`src/rtl/tag_probe_arbiter.sv`:
```
// tag_probe_arbiter
// Merges processor read (AR) and write (AW) address requests into the single
// tag-probe stream of the DRAM cache controller. Every granted request issues
// one index probe and pushes a matching {is_write, addr, id} entry into the
// tag FIFO, so tag compare can pair the returned tags with their requests.
// Grants are throttled by FIFO almost-full and by an outstanding-probe credit
// counter that tag compare returns through retire_i.
//
// Configuration macro: TAG_ARB_READ_PRIORITY_EN
//   undefined (default) : round-robin between AR and AW when both are valid
//   defined             : strict read priority, AW granted only when AR idle

module tag_probe_arbiter #(
    parameter int ADDR_WIDTH      = 64,
    parameter int ID_WIDTH        = 16,
    parameter int INDEX_WIDTH     = 4,
    parameter int INDEX_LSB       = 6,
    parameter int MAX_OUTSTANDING = 8
) (
    input  logic                                 clk,
    input  logic                                 rst_n,

    // processor read request
    input  logic [ID_WIDTH-1:0]                  arid_i,
    input  logic [ADDR_WIDTH-1:0]                araddr_i,
    input  logic                                 arvalid_i,
    output logic                                 arready_o,

    // processor write request
    input  logic [ID_WIDTH-1:0]                  awid_i,
    input  logic [ADDR_WIDTH-1:0]                awaddr_i,
    input  logic                                 awvalid_i,
    output logic                                 awready_o,

    // tag probe to the memory controller
    output logic [ID_WIDTH-1:0]                  probe_id_o,
    output logic [INDEX_WIDTH-1:0]               probe_index_o,
    output logic                                 probe_valid_o,
    input  logic                                 probe_ready_i,

    // tag FIFO push
    input  logic                                 fifo_afull_i,
    output logic                                 fifo_write_en_o,
    output logic [ADDR_WIDTH+ID_WIDTH:0]         fifo_data_o,

    // credit return and status
    input  logic                                 retire_i,
    output logic [$clog2(MAX_OUTSTANDING+1)-1:0] outstanding_o,
    output logic                                 err_o
);

    localparam int CNT_W  = $clog2(MAX_OUTSTANDING + 1);
    localparam int FIFO_W = ADDR_WIDTH + ID_WIDTH + 1;

    typedef enum logic {
        IDLE = 1'b0,   // no probe presented
        PEND = 1'b1    // probe presented, waiting for probe_ready_i
    } state_t;

    state_t                  state_q;
    state_t                  state_d;

    logic [CNT_W-1:0]        cnt_q;
    logic [CNT_W-1:0]        cnt_d;
    logic                    err_q;
    logic                    err_d;

    logic                    slot_free;
    logic                    credit_ok;
    logic                    can_grant;
    logic                    sel_w;
    logic                    grant;
    logic [ID_WIDTH-1:0]     gnt_id;
    logic [ADDR_WIDTH-1:0]   gnt_addr;
    logic [INDEX_WIDTH-1:0]  gnt_index;
    logic [FIFO_W-1:0]       gnt_entry;

    // ------------------------------------------------------------------
    // Grant qualification
    // ------------------------------------------------------------------

    // The probe slot can take a new request when empty or draining this cycle.
    assign slot_free = (state_q == IDLE) || probe_ready_i;
    assign credit_ok = (cnt_q < CNT_W'(MAX_OUTSTANDING));
    assign can_grant = slot_free && !fifo_afull_i && credit_ok;

`ifdef TAG_ARB_READ_PRIORITY_EN
    // Strict read priority: a write only wins when no read is requesting.
    assign sel_w = awvalid_i && !arvalid_i;
`else
    // Which side the last grant went to; reset to 1 so the first contended
    // grant goes to AR.
    logic last_w_q;

    // Round-robin: on contention pick the side that was not granted last.
    assign sel_w = awvalid_i && (!arvalid_i || !last_w_q);
`endif

    // Readies are held low while reset is asserted, whatever the inputs do.
    assign arready_o = rst_n && can_grant && arvalid_i && !sel_w;
    assign awready_o = rst_n && can_grant && sel_w;
    assign grant     = arready_o || awready_o;

    // Payload of whichever side is being granted.
    assign gnt_id    = sel_w ? awid_i   : arid_i;
    assign gnt_addr  = sel_w ? awaddr_i : araddr_i;
    assign gnt_index = gnt_addr[INDEX_LSB +: INDEX_WIDTH];
    assign gnt_entry = {sel_w, gnt_addr, gnt_id};

    // ------------------------------------------------------------------
    // Probe handshake FSM
    // ------------------------------------------------------------------

    // State register for the probe slot.
    // NOTE: sequential state uses non-blocking assignments so every register
    // samples the pre-edge values, independent of block evaluation order.
    always_ff @(posedge clk or negedge rst_n) begin
        if (!rst_n) begin
            state_q <= IDLE;
        end else begin
            state_q <= state_d;
        end
    end

    // Next-state: a grant always (re)loads the slot; otherwise a taken probe
    // empties it and an untaken one holds.
    // NOTE: the default assignment first keeps every path assigned, so no
    // latch is inferred.
    always_comb begin
        state_d = state_q;
        case (state_q)
            IDLE: begin
                if (grant) begin
                    state_d = PEND;
                end
            end
            PEND: begin
                if (grant) begin
                    state_d = PEND;
                end else if (probe_ready_i) begin
                    state_d = IDLE;
                end
            end
            default: state_d = IDLE;
        endcase
    end

    assign probe_valid_o = (state_q == PEND);

    // ------------------------------------------------------------------
    // Probe payload, FIFO push and arbitration history
    // ------------------------------------------------------------------

    // Capture the granted request into the probe and FIFO-push registers;
    // they hold their value while the probe waits for probe_ready_i.
    // NOTE: these are plain datapath flops (not a memory array), so they take
    // the asynchronous reset and come up at zero.
    always_ff @(posedge clk or negedge rst_n) begin
        if (!rst_n) begin
            probe_id_o      <= '0;
            probe_index_o   <= '0;
            fifo_write_en_o <= 1'b0;
            fifo_data_o     <= '0;
        end else begin
            fifo_write_en_o <= grant;
            if (grant) begin
                probe_id_o    <= gnt_id;
                probe_index_o <= gnt_index;
                fifo_data_o   <= gnt_entry;
            end
        end
    end

`ifdef TAG_ARB_READ_PRIORITY_EN
`else
    // Remember which side won the most recent grant for round-robin.
    always_ff @(posedge clk or negedge rst_n) begin
        if (!rst_n) begin
            last_w_q <= 1'b1;
        end else if (grant) begin
            last_w_q <= sel_w;
        end
    end
`endif

    // ------------------------------------------------------------------
    // Outstanding-probe credits and retire error
    // ------------------------------------------------------------------

    // A grant takes a credit, a retire returns one; both together cancel.
    // A retire with nothing outstanding is a protocol error: the count stays
    // put and the sticky error flag is raised.
    always_comb begin
        cnt_d = cnt_q;
        err_d = err_q;
        if (retire_i && (cnt_q == '0)) begin
            err_d = 1'b1;
        end
        case ({grant, retire_i})
            2'b10: cnt_d = cnt_q + CNT_W'(1);
            2'b01: begin
                if (cnt_q != '0) begin
                    cnt_d = cnt_q - CNT_W'(1);
                end
            end
            default: cnt_d = cnt_q;
        endcase
    end

    // Credit counter and sticky error register.
    always_ff @(posedge clk or negedge rst_n) begin
        if (!rst_n) begin
            cnt_q <= '0;
            err_q <= 1'b0;
        end else begin
            cnt_q <= cnt_d;
            err_q <= err_d;
        end
    end

    assign outstanding_o = cnt_q;
    assign err_o         = err_q;

endmodule

```
`config.mk`:
```
export PLATFORM = sky130hd
export DESIGN_NAME = tag_probe_arbiter
export DESIGN_NICKNAME = d
export VERILOG_FILES = /design/src/rtl/tag_probe_arbiter.sv
export SDC_FILE = /design/constraint.sdc
export NUM_CORES = 1
export LEC_CHECK = 0
export CAP_MARGIN = 20
export CORE_UTILIZATION = 33
export CTS_CLUSTER_DIAMETER = 30
export DETAILED_ROUTE_END_ITERATION = 16
export GPL_TIMING_DRIVEN = 0
export HOLD_SLACK_MARGIN = 0.08
export PLACE_DENSITY = 0.74
export SLEW_MARGIN = 20
export SYNTH_ARGS = -nofsm -noshare
export SYNTH_HDL_FRONTEND = slang
export SYNTH_SLANG_ARGS = --single-unit
```
`constraint.sdc`:
```
create_clock -name clk -period 2.4 [get_ports clk]
set_input_delay 0.48 -clock clk [delete_from_list [all_inputs] [get_ports clk]]
set_output_delay 0.48 -clock clk [all_outputs]
set_load 0.05 [all_outputs]
```
# Word-level counts from Yosys, hierarchy flattened
# Index checks and enable logic that the tools add are counted.
# word_totals
reg_bits	109
latchBits	0
mem_bits_rw	0
rom_bits	0
input_bits	167
out_inout_bits	110
n_memories	0
# op_classes
addsub	2
multipliers	0
n_div	0
magnitude_cmp	1
n_eq_ne	3
n_shift	0
n_mux	8
bitwise_logic	1
reduce_logical	19
# op_table
op	n
2-to-1 mux 64 bit	1
2-to-1 mux 16 bit	1
logical AND 1 bit	8
one-hot mux 4 bit (2 select lines)	1
adder 4 x 1 -> 4 bit, second input constant	1
logical NOT 1 bit	4
logical NOT 4 bit	1
< comparator 4 bit, second input constant	1
2-to-1 mux 4 bit	1
nonzero test 4 bit	1
subtractor 4 x 1 -> 4 bit, second input constant	1
logical OR 1 bit	3
2-to-1 mux 1 bit	3
equality test 2 x 1 -> 1 bit, second input constant	1
equality test 2 bit, second input constant	1
!= test 2 bit, second input constant	1
one-hot mux 1 bit (2 select lines)	1
AND reduction 2 bit	1
nonzero test 2 bit	1
inverter 1 bit	1

# Logic depth before layout (Yosys ltp)
# Gate-level depths: netlist of the first run.
# logic_depth
ltp_word	11
ltp_mapped	10

# Worst setup path after synthesis of the first run
# Ideal clock, no wire load.
# synth_path
path_kind	register to register
from	register cnt_q[3], in the netlist outstanding_o[3]
to	register cnt_q[2], in the netlist outstanding_o[2]
setup_time_ns	0.143
arrival_time_ns	2.421
t_required_ns	2.257
path_slack_ns	-0.164
path_stages_with_launch	10
n_path_buf	2
path_cell_list	dfrtp_1 > or3b_1 > or3_4 > buf_6 > buf_6 > nand2_1 > xnor2_1 > ha_1 > o32a_1 > xnor2_1
# synth_via
elab_chain_cells	9
elab_cells_between_ends	14
classes_between	order compare (1); eq/ne (3); mux (1); reduce/logical (9)
# synth_lines
element	line_no	rtl
from (decl)	63	logic [CNT_W-1:0] cnt_q;
from (signal assigned)	216	cnt_q <= cnt_d;
< comparator 4 bit	84	assign credit_ok = (cnt_q < CNT_W'(MAX_OUTSTANDING));
logical AND 1 bit	85	assign can_grant = slot_free && !fifo_afull_i && credit_ok;
logical AND 1 bit	100, 101	
logical AND 1 bit (2 in a row)	100	assign arready_o = rst_n && can_grant && arvalid_i && !sel_w;
logical OR 1 bit	102	assign grant = arready_o || awready_o;
equality test 2 x 1 -> 1 bit or equality test 2 bit (tied branches)	199	case ({grant, retire_i})
!= test 2 bit (no line) or nonzero test 2 bit (tied branches)	--	
AND reduction 2 bit (no line)	--	
# Parallel ways exist; a longest one is shown, timed or not.
# A chain may end at the register's enable or synchronous reset.

# Final worst setup path of the first run
# layout_path
from	input fifo_afull_i
to	register cnt_q[2], in the netlist outstanding_o[2]
# layout_via
elab_chain_cells	10
elab_cells_between_ends	14
classes_between	eq/ne (3); mux (1); reduce/logical (10)
# layout_lines
element	line_no	rtl
from (decl)	42	input logic fifo_afull_i,
logical NOT 1 bit (*)	85	
logical AND 1 bit (*) (2 in a row)	85	
logical AND 1 bit (*)	100, 101	
logical AND 1 bit (2 in a row)	100	
logical OR 1 bit (*)	102	
equality test 2 x 1 -> 1 bit or equality test 2 bit (tied branches)	199	
!= test 2 bit (no line) or nonzero test 2 bit (tied branches)	--	
AND reduction 2 bit (no line)	--	
# Mark *: on every way between the ends. The rest lies on a longest branch, timed or not.

==> results of run 1 <==
metal layers:
layer,part of all wire [%],vias up
met5,0,-
met4,1.0,0
met3,8.3,8
met2,52,166
met1,38,1886
li1,-,1995
timing repair:
action | CTS | global route
hold buffers | 0 | 2
setup buffers | 5 | 0
cloned | 0 | 0
pin swaps | 1 | 0
endpoints found under the setup margin | 6 | 6
endpoints found under the hold margin | 0 | 38
gates resized for setup | 12 | 10
kinds of logic after synthesis:
logic type               Yosys count  share of synthesized area, %
multiplexers                      81                         18.81
buffers and inverters             50                         7.721
AO/OA/AOI/OAI                     94                         11.52
flip-flops                        89                         51.70
XOR/XNOR                           3                        0.6097
AND/OR/NAND/NOR                   98                         9.347
adder cells (fa/ha/maj)            1                        0.2902
Yosys cell counts:
library cell  number
buf_2              7
buf_4             20
o22ai_1            1
and3_1             1
nor3_1             1
o31ai_1            2
a21o_1             1
dfrtp_1           88
a21oi_1            1
mux2i_1           81
or3_1              1
xnor2_1            3
nand3_1            2
dfstp_2            1
o21bai_1           1
ha_1               1
a41oi_1            1
o32a_1             1
a21boi_0           1
or3_4              1
nor2b_1            1
buf_1              2
nand2_1           83
nor2_1             3
nor3b_1            1
clkbuf_1          11
or3b_1             1
o21ai_0           24
buf_6              8
o22a_1             1
o21ai_1           60
nand2b_1           3
inv_1              1
clkinv_2           1
worst reg2reg max path, stage by stage (launching register included):
cell and delay (ns):
dfrtp_2 0.44, or3b_1 0.38, or3_4 0.40, nand2_1 0.09
xnor2_1 0.07, ha_2 0.19, o32a_1 0.35, xnor2_1 0.12
where the power goes:
group | leakage [nW] | switching, mW | internal [mW]
logic | 2.14 | 3.95 | 2.22
registers | 1.11 | 0.403 | 2.16
clock network | 0.149 | 0.534 | 0.812
total | 3.40 | 4.88 | 5.19
final timing paths:
kind | startpoint | cells past startpoint | to | slack, ns
max | fifo_afull_i | 8 | outstanding_o[2] | 0.10
min | rst_n | 1 | last_w_q | 0.12
max reg2reg | outstanding_o[3] | 7 | outstanding_o[2] | 0.25
min reg2reg | fifo_data_o[71] | 2 | fifo_data_o[71] | 0.48
max in group asynchronous | rst_n | 2 | fifo_data_o[66] | 1.45
min in group clk | fifo_data_o[71] | 2 | fifo_data_o[71] | 0.48
placed cells by master (no fill, tap or decap), types with 4 or more instances in the layout:
master / n
clkbuf_1: 10
nand2_1: 83
clkdlybuf4s50_1: 273
dfrtp_1: 87
buf_2: 8
clkbuf_8: 4
buf_4: 26
clkbuf_16: 9
mux2i_1: 81
o21ai_0: 24
o21ai_1: 60
buf_6: 7
through the flow:
step | cell area (um^2) | TNS, ns | total power, mW | cells | hold WS (ns)
after detailed placement | 7307 | -16.60 | 8.770 | 865 | 0.4696
final | 7667 | 0 | 10.08 | 886 | 0.1210
after floorplan | 4312 | -0.06233 | 6.497 | 416 | 0.1844
after CTS | 7629 | -0.04389 | 10.16 | 884 | 0.08264
after global routing | 7667 | 0 | 10.59 | 886 | 0.1063
after global placement | 7289 | -476.59 | 8.654 | 864 | 0.4611
flip-flops by register name, indices dropped and copies added (netlist names):
signal and count:
err_o 1, fifo_data_o 63, fifo_write_en_o 1, last_w_q 1
outstanding_o 4, probe_id_o 15, probe_index_o 3, probe_valid_o 1
layout make-up:
type	count	area (um^2)	area share, %
Buffer	46	315.3	4.112
Multi-Input combinational cell	277	1752	22.85
Clock buffer	14	284.0	3.704
Inverter	2	8.758	0.1142
Tap cell	172	215.2	2.807
Timing Repair Buffer	284	2853	37.21
Clock inverter	2	10.01	0.1305
Sequential cell	89	2230	29.08
==> results.json, run 1 <==
{
  "cp_common_cell": "xnor2_1",
  "synth_warnings": 0,
  "endpoint_kind": "flop",
  "initial_core_util_pct": 34.02,
  "rsz0062_at_grt": "false",
  "netlist_area_um2": 4310,
  "first_pass_iters": 4,
  "required_ns": 2.61,
  "syn_area_per_cell_um2": 10.36,
  "skew_ns": 0.007006,
  "cts.sinks": 89,
  "antenna_found_initial": 0,
  "synth_top_area_share_pct": 51.09,
  "yosys-top-cells-area": "dfrtp_1 51%, mux2i_1 19%, nand2_1 7.2%, o21ai_1 7.0%, buf_4 3.5%",
  "grt_usage_pct": 19.14,
  "yosysTopAreaCell": "dfrtp_1",
  "cts-htree-levels": 3,
  "die_h_um": 116.3,
  "coreArea_um2": 12670,
  "grtUsageMet3_pct": 5.501,
  "portBuffers": 276,
  "synth.net_count": 584,
  "cts_tree": "yes",
  "p_leak_nw": 3.405,
  "fill_cells": 1106,
  "vias": 4055,
  "grt_pass1_vias": 4077,
  "setup_slack_ns": 0.1002,
  "worst_pin_slew_ns": 0.6424,
  "yosys.cell_types.count": 34,
  "drv_cap": 0,
  "timing.fmax_mhz": 434.8,
  "syn_inst": 416,
  "cp_cell_sequence": "clkdlybuf4s50_1 > or3b_1 > or3_4 > nand2_1 > xnor2_1 > ha_2 > o32a_1 > xnor2_1",
  "diodes": 0,
  "syn2layout_area_growth_pct": 77.88,
  "clk_pin_slew_ns": 0.06,
  "setup_viol": 0,
  "ys_ff_latch": 89,
  "hold_viol": 0,
  "top_usage_layer": "met2",
  "crit_fanout": 2,
  "fin_crit_ns": 2.300,
  "wl_mm": 13.22,
  "crit_family": "simple AND/OR/NAND/NOR gates",
  "crit_path_max_incr_delay_ns": 0.42,
  "num_rows": 41,
  "globalplace.congestion": 0.7423,
  "cts_made_buffers": 9,
  "path_buf_inv": 1,
  "power.density_nw_per_um2": 1314,
  "status": "completed",
  "avgRoutedWirePerCell_um": 14.92,
  "grt-ovfl-total": 0,
  "drt-initial-drc-count": 142,
  "hold_class": "in -> async",
  "maxSlewViolCount": 0,
  "drive_gt1_share_pct": 9.384,
  "pin_count": 277,
  "synth_seq_area_share_pct": 51.70,
  "grt_util_met1_pct": 20.98,
  "die_area_um2": 13520,
  "critPathArrivalTime_ns": 2.51,
  "pre_cts_ws_ns": -1.008,
  "fin_util_pct": 60.51,
  "slew_headroom_pct": 57.17,
  "clk-insertion-delay-late_ns": 0.33,
  "critical_path.startpoint_type": "input pin",
  "crit_type": "in -> reg",
  "cpMaxStageDelayCell": "clkdlybuf4s50_1",
  "ir_drop_v": 0.0005642,
  "fp.dieW_um": 116.3,
  "ant_nets": 0,
  "nets": 877,
  "dp_hpwl_mm": 10.45,
  "finalCritPeriodShare_pct": 95.82,
  "met2_usage_pct": 35.58,
  "cts_buffer_depth": 2,
  "clockRootBuffer": "clkbuf_16",
  "grt_pass1_wl_mm": 19.79,
  "via_per_inst": 4.577,
  "drc": 0,
  "grt_max_degree": 48
}
Note: power is estimated with default switching activity, not from simulation.
==> run 2: changes to the inputs <==
- CORE_MARGIN: default -> 5
==> run 2 against run 1 <==
Against the previous run:
- sequential share of layout area down 0.21 points
- first-iteration DRC count up 26%
- largest cell class unchanged
- core utilization up 0.19 points
- final area up 0.72%
- hold slack worse by 0.016 ns
- clock skew about the same
- non-clock buffer count up 1
- die area up 14%
- via count up 2.4%
- wire length up 12%
- clock-buffer cell count down 1
- combinational power up 0.6%
==> results.json, run 2 (synthesized netlist as in run 1, its figures left out) <==
{
  "clockRootBuffer": "clkbuf_16",
  "dp_hpwl_mm": 11.82,
  "drt-initial-drc-count": 179,
  "drive_gt1_share_pct": 9.790,
  "first_pass_iters": 4,
  "die_area_um2": 15450,
  "most-common-layout-cells": "273 x clkdlybuf4s50_1, 87 x dfrtp_1, 82 x nand2_1",
  "grt_usage_pct": 18.93,
  "r2r-start": "outstanding_o[3]",
  "clk-insertion-delay-late_ns": 0.32,
  "whs_ns": 0.1045,
  "grt_pass1_wl_mm": 23.80,
  "cts.sinks": 89,
  "r2r_setup_slack_ns": 0.23,
  "required_ns": 2.61,
  "clk_pin_slew_ns": 0.06,
  "diodes": 0,
  "cpMaxStageDelayCell": "clkdlybuf4s50_1",
  "initial_core_util_pct": 33.88,
  "portBuffers": 276,
  "hold_viol": 0,
  "coreArea_um2": 12720,
  "num_rows": 41,
  "fin_cells": 887,
  "worstRegToRegCells": 7,
  "crit_family": "simple AND/OR/NAND/NOR gates",
  "wl_mm": 14.81,
  "crit_type": "in -> reg",
  "p_leak_nw": 3.435,
  "maxSlewViolCount": 0,
  "placed_cell_area_um2": 7315,
  "rsz0062_at_grt": "false",
  "hold_class": "in -> async",
  "worst_pin_slew_ns": 0.6256,
  "vias": 4154,
  "drv_cap": 0,
  "cp_cell_sequence": "clkdlybuf4s50_1 > or3b_4 > or3_4 > nand2_2 > xnor2_1 > ha_2 > o32a_1 > xnor2_1",
  "die_h_um": 124.3,
  "drc": 0,
  "endpoint_kind": "flop",
  "cp_common_cell": "xnor2_1",
  "setup_slack_ns": 0.06552,
  "power.density_nw_per_um2": 1315,
  "regMostFlops": "fifo_data_o",
  "crit_fanout": 2,
  "grt_max_degree": 25,
  "status": "completed",
  "fp.dieW_um": 124.3,
  "syn2layout_area_growth_pct": 79.16,
  "globalplace.congestion": 0.8371,
  "cts_made_buffers": 9,
  "avgRoutedWirePerCell_um": 16.69,
  "path_buf_inv": 1,
  "finalCritPeriodShare_pct": 97.27,
  "critical_path.startpoint_type": "input pin",
  "cts_tree": "yes",
  "grt-ovfl-total": 0,
  "timing.fmax_mhz": 428.4,
  "skew_ns": 0.007134,
  "pre_cts_ws_ns": -1.036,
  "dp.cells": 865,
  "slew_headroom_pct": 58.29,
  "pin_count": 277,
  "fin_crit_ns": 2.334,
  "via_per_inst": 4.683,
  "setup_viol": 0,
  "grt_pass1_vias": 4538,
  "ir_drop_v": 0.0006009,
  "critPathArrivalTime_ns": 2.54,
  "largest_reg_flops": 63,
  "worstReg2RegEnd": "outstanding_o[2]",
  "ant_nets": 0,
  "antenna_found_initial": 0,
  "cts_buffer_depth": 2,
  "final_common_cell": "clkdlybuf4s50_1",
  "cts-htree-levels": 3,
  "nets": 878,
  "crit_path_max_incr_delay_ns": 0.44,
  "fin_area_um2": 7722
}
## run 2: per-layer routing
layer / wire (um) / track usage, %
met5: 0 / 0
met4: 220 / 5.029
met3: 1249 / 6.647
met2: 7382 / 33.17
met1: 5954 / 21.96
## run 2: worst max-delay path by stage
stage / start / end / slack (ns) / cells past startpoint
2_1_floorplan: outstanding_o[3] / outstanding_o[2] / -0.06 / 9
3_3_place_gp: rst_n / outstanding_o[2] / -3.62 / 10
3_5_place_dp: awvalid_i / arready_o / -1.04 / 6
4_1_cts: awvalid_i / arready_o / -0.05 / 6
5_1_grt: fifo_afull_i / fifo_data_o[52] / 0.005 / 7
6_report: fifo_afull_i / outstanding_o[2] / 0.07 / 8
## run 2: power breakdown
| group | leakage, nW | internal, mW | switching [mW] |
|---|---|---|---|
| clock | 0.144 | 0.833 | 0.530 |
| combinational | 2.18 | 2.23 | 3.98 |
| sequential | 1.11 | 2.16 | 0.426 |
| total | 3.44 | 5.22 | 4.94 |
## run 2: what timing repair did
item                                   CTS  global route
gates cloned                             2             0
endpoints found under the hold margin   21             0
gates resized for setup                 14            11
setup endpoints to repair               87            22
setup buffers                            5             0
pin swaps                                1             0
hold buffers                             2             0
## run 2: metrics by stage
| step | utilization, % | power (mW) | setup TNS, ns |
|---|---|---|---|
| 4_1_cts | 60.83 | 10.25 | -0.04562 |
| 6_report | 60.70 | 10.16 | 0 |
| 3_3_place_gp | 57.30 | 8.720 | -477.29 |
| 2_1_floorplan | - | 6.497 | -0.06233 |
| 5_1_grt | 60.70 | 10.64 | 0 |
| 3_5_place_dp | 57.49 | 8.826 | -40.73 |
## run 2: layout make-up
type                       instances  area [um^2]
sequential                        89         2230
clock buffer                      13        250.2
fill                            1102         5000
tap                              172        215.2
clock inverter                     3        40.04
inverter                           2        8.758
buffer                            45        306.5
timing repair buffer             286         2910
multi-input combinational        277         1762
## run 2: worst reg2reg max path, stage by stage (launching register included)
cell,delay [ns]
dfrtp_2,0.45
or3b_4,0.38
or3_4,0.41
nand2_2,0.08
xnor2_1,0.07
ha_2,0.19
o32a_1,0.35
xnor2_1,0.12
==> edit, RTL diff (settings of run 1) <==
Build with the macro `TAG_ARB_READ_PRIORITY_EN` defined.
--- a/src/rtl/tag_probe_arbiter.sv
+++ b/src/rtl/tag_probe_arbiter.sv
@@ -12,2 +12,4 @@
 
+`define TAG_ARB_READ_PRIORITY_EN
+
 module tag_probe_arbiter #(
Check against the original RTL: not equivalent (a bounded check fails within 4 cycles, from zero or initial values and one cycle with rst_n low).
==> edit against run 1 <==
  * Clock power up 13%
  * Power grew 6.4%
  * Register-to-register slack got worse by 0.16 ns
  * First-iteration DRC count grew 130%
  * Sequential cell count down 1
  * Wire length increased by 49%
  * Critical path depth decreased by 2
  * Highest routed layer unchanged
  * Final area increased by 9.1%
  * Worst hold slack better by 0.078 ns
  * Via count grew 39%
  * Setup slack worse by 0.046 ns
  * Area after synthesis rose by 12%
==> edit: results <==
metrics = {
    "yosys": {
        "netlist_top_cells_count": "dfrtp_1, nor2b_1, a22oi_1, a31oi_1, o21ai_0",
        "syn_nets": 688,
        "ys_seq_area_share_pct": 45.6,
        "netlist_top_cells_area": "dfrtp_1, a22oi_1, nor2b_1, a31oi_1, o21ai_0",
        "syn_avg_cell_area_um2": 9.29,
    },
    "pwr": {
        "power.internal_uw": 5620,
        "vdd_drop_max_uv": 830,
    },
    "grt": {
        "grt_max_degree": 37,
        "grt_pass1_vias": 5610,
        "grt_pass1_wl_um": 29200,
    },
    "sta": {
        "clock_skew_ns": 0.00557,
        "max_slew.worst_pin.slew_ns": 0.869,
    },
    "worst_setup_path": {
        "arrival_ns": 1.87,
        "cp_max_fo": 5,
        "cpMaxStageDelayCell": "dfrtp_2",
        "rr_worst_depth": 9,
        "max_stage_delay_ns": 0.44,
        "r2r_setup_slack_ns": 0.09,
    },
    "placement": {
        "dp.cells": 976,
        "gp_congestion": 0.835,
        "port_buffers": 275,
        "place_hpwl_um": 13900,
    },
    "cells_and_area": {
        "nNetsFinal": 986,
        "drive_gt1_share_pct": 9.48,
    },
    "drt": {
        "via_per_inst": 5.62,
        "dr.pass1.iters": 5,
        "routed_wl_um": 19700,
        "drt-initial-drc-count": 330,
    },
    "status": {
        "status": "complete, no violations",
    },
}
[edit: worst max path at each step]
stage | slack (ns) | cells past startpoint | to | from
final | 0.05 | 6 | awready_o | outstanding_o[3]
after global routing | -0.01 | 9 | outstanding_o[2] | outstanding_o[3]
after CTS | 0.01 | 6 | awready_o | outstanding_o[3]
after detailed placement | -1.62 | 6 | arready_o | arvalid_i
after global placement | -4.50 | 7 | awready_o | rst_n
after floorplan | 0.06 | 8 | outstanding_o[2] | outstanding_o[3]
[edit: layout make-up]
cell class | instances | area, µm²
repair buffers | 290 | 2950
plain buffers | 71 | 377
well taps | 180 | 225
flip-flops and latches | 88 | 2200
clock buffers | 13 | 250
clock inverters | 3 | 65.1
multi-input cells | 356 | 2290
inverters | 2 | 12.5
fillers | 1239 | 5730
[edit: per-layer routing]
metal	track usage [%]	wire, µm	vias up
met1	30.0	7590	2752
met5	0	0	-
met2	44.5	9830	307
li1	-	-	2535
met4	12.6	639	0
met3	5.17	1600	43
[edit: kinds of logic (layout without fill, tap and decap cells)]
kind of cell             after synthesis  in the layout  synth area share [%]
multiplexers                           1              1                 0.207
AO/OA/AOI/OAI                        252            252                  32.9
XOR/XNOR                               3              3                 0.544
buffers and inverters                 76            379                  7.96
flip-flops                            88             88                  45.6
AND/OR/NAND/NOR                       99             99                  12.5
adder cells (fa/ha/maj)                1              1                 0.259
[edit: worst max-delay path, delay by kind of cell, from the launching register on]
kind	cells	cell delay [ns]
AND/OR/NAND/NOR	4	0.79
flip-flops	1	0.44
buffers and inverters	2	0.28
[edit: through the flow]
stage | instance area, µm² | setup slack, ns | hold WS, ns
after floorplan | 4840 | 0.0645 | 0.184
final | 8370 | 0.0543 | 0.200
after global routing | 8370 | -0.0119 | 0.202
after global placement | 7810 | -4.50 | 0.470
after CTS | 8290 | 0.0134 | 0.194
after detailed placement | 7840 | -1.62 | 0.334
[edit: power by group through the flow]
stage | registers, µW | clock network, µW | logic, µW
5_1_grt | 2750 | 1600 | 6860
3_5_place_dp | 2660 | 0 | 6440
2_1_floorplan | 4750 | 0 | 2050
4_1_cts | 2660 | 1550 | 6480
6_report | 2670 | 1520 | 6520
3_3_place_gp | 2630 | 0 | 6340
[edit: timing repair]
item,4_1_cts,5_1_grt
hold buffers,1,0
pin swaps,3,4
hold endpoints to repair,18,0
buffers inserted,5,6
setup endpoints to repair,83,4
gates cloned,2,0
resized for setup,27,9
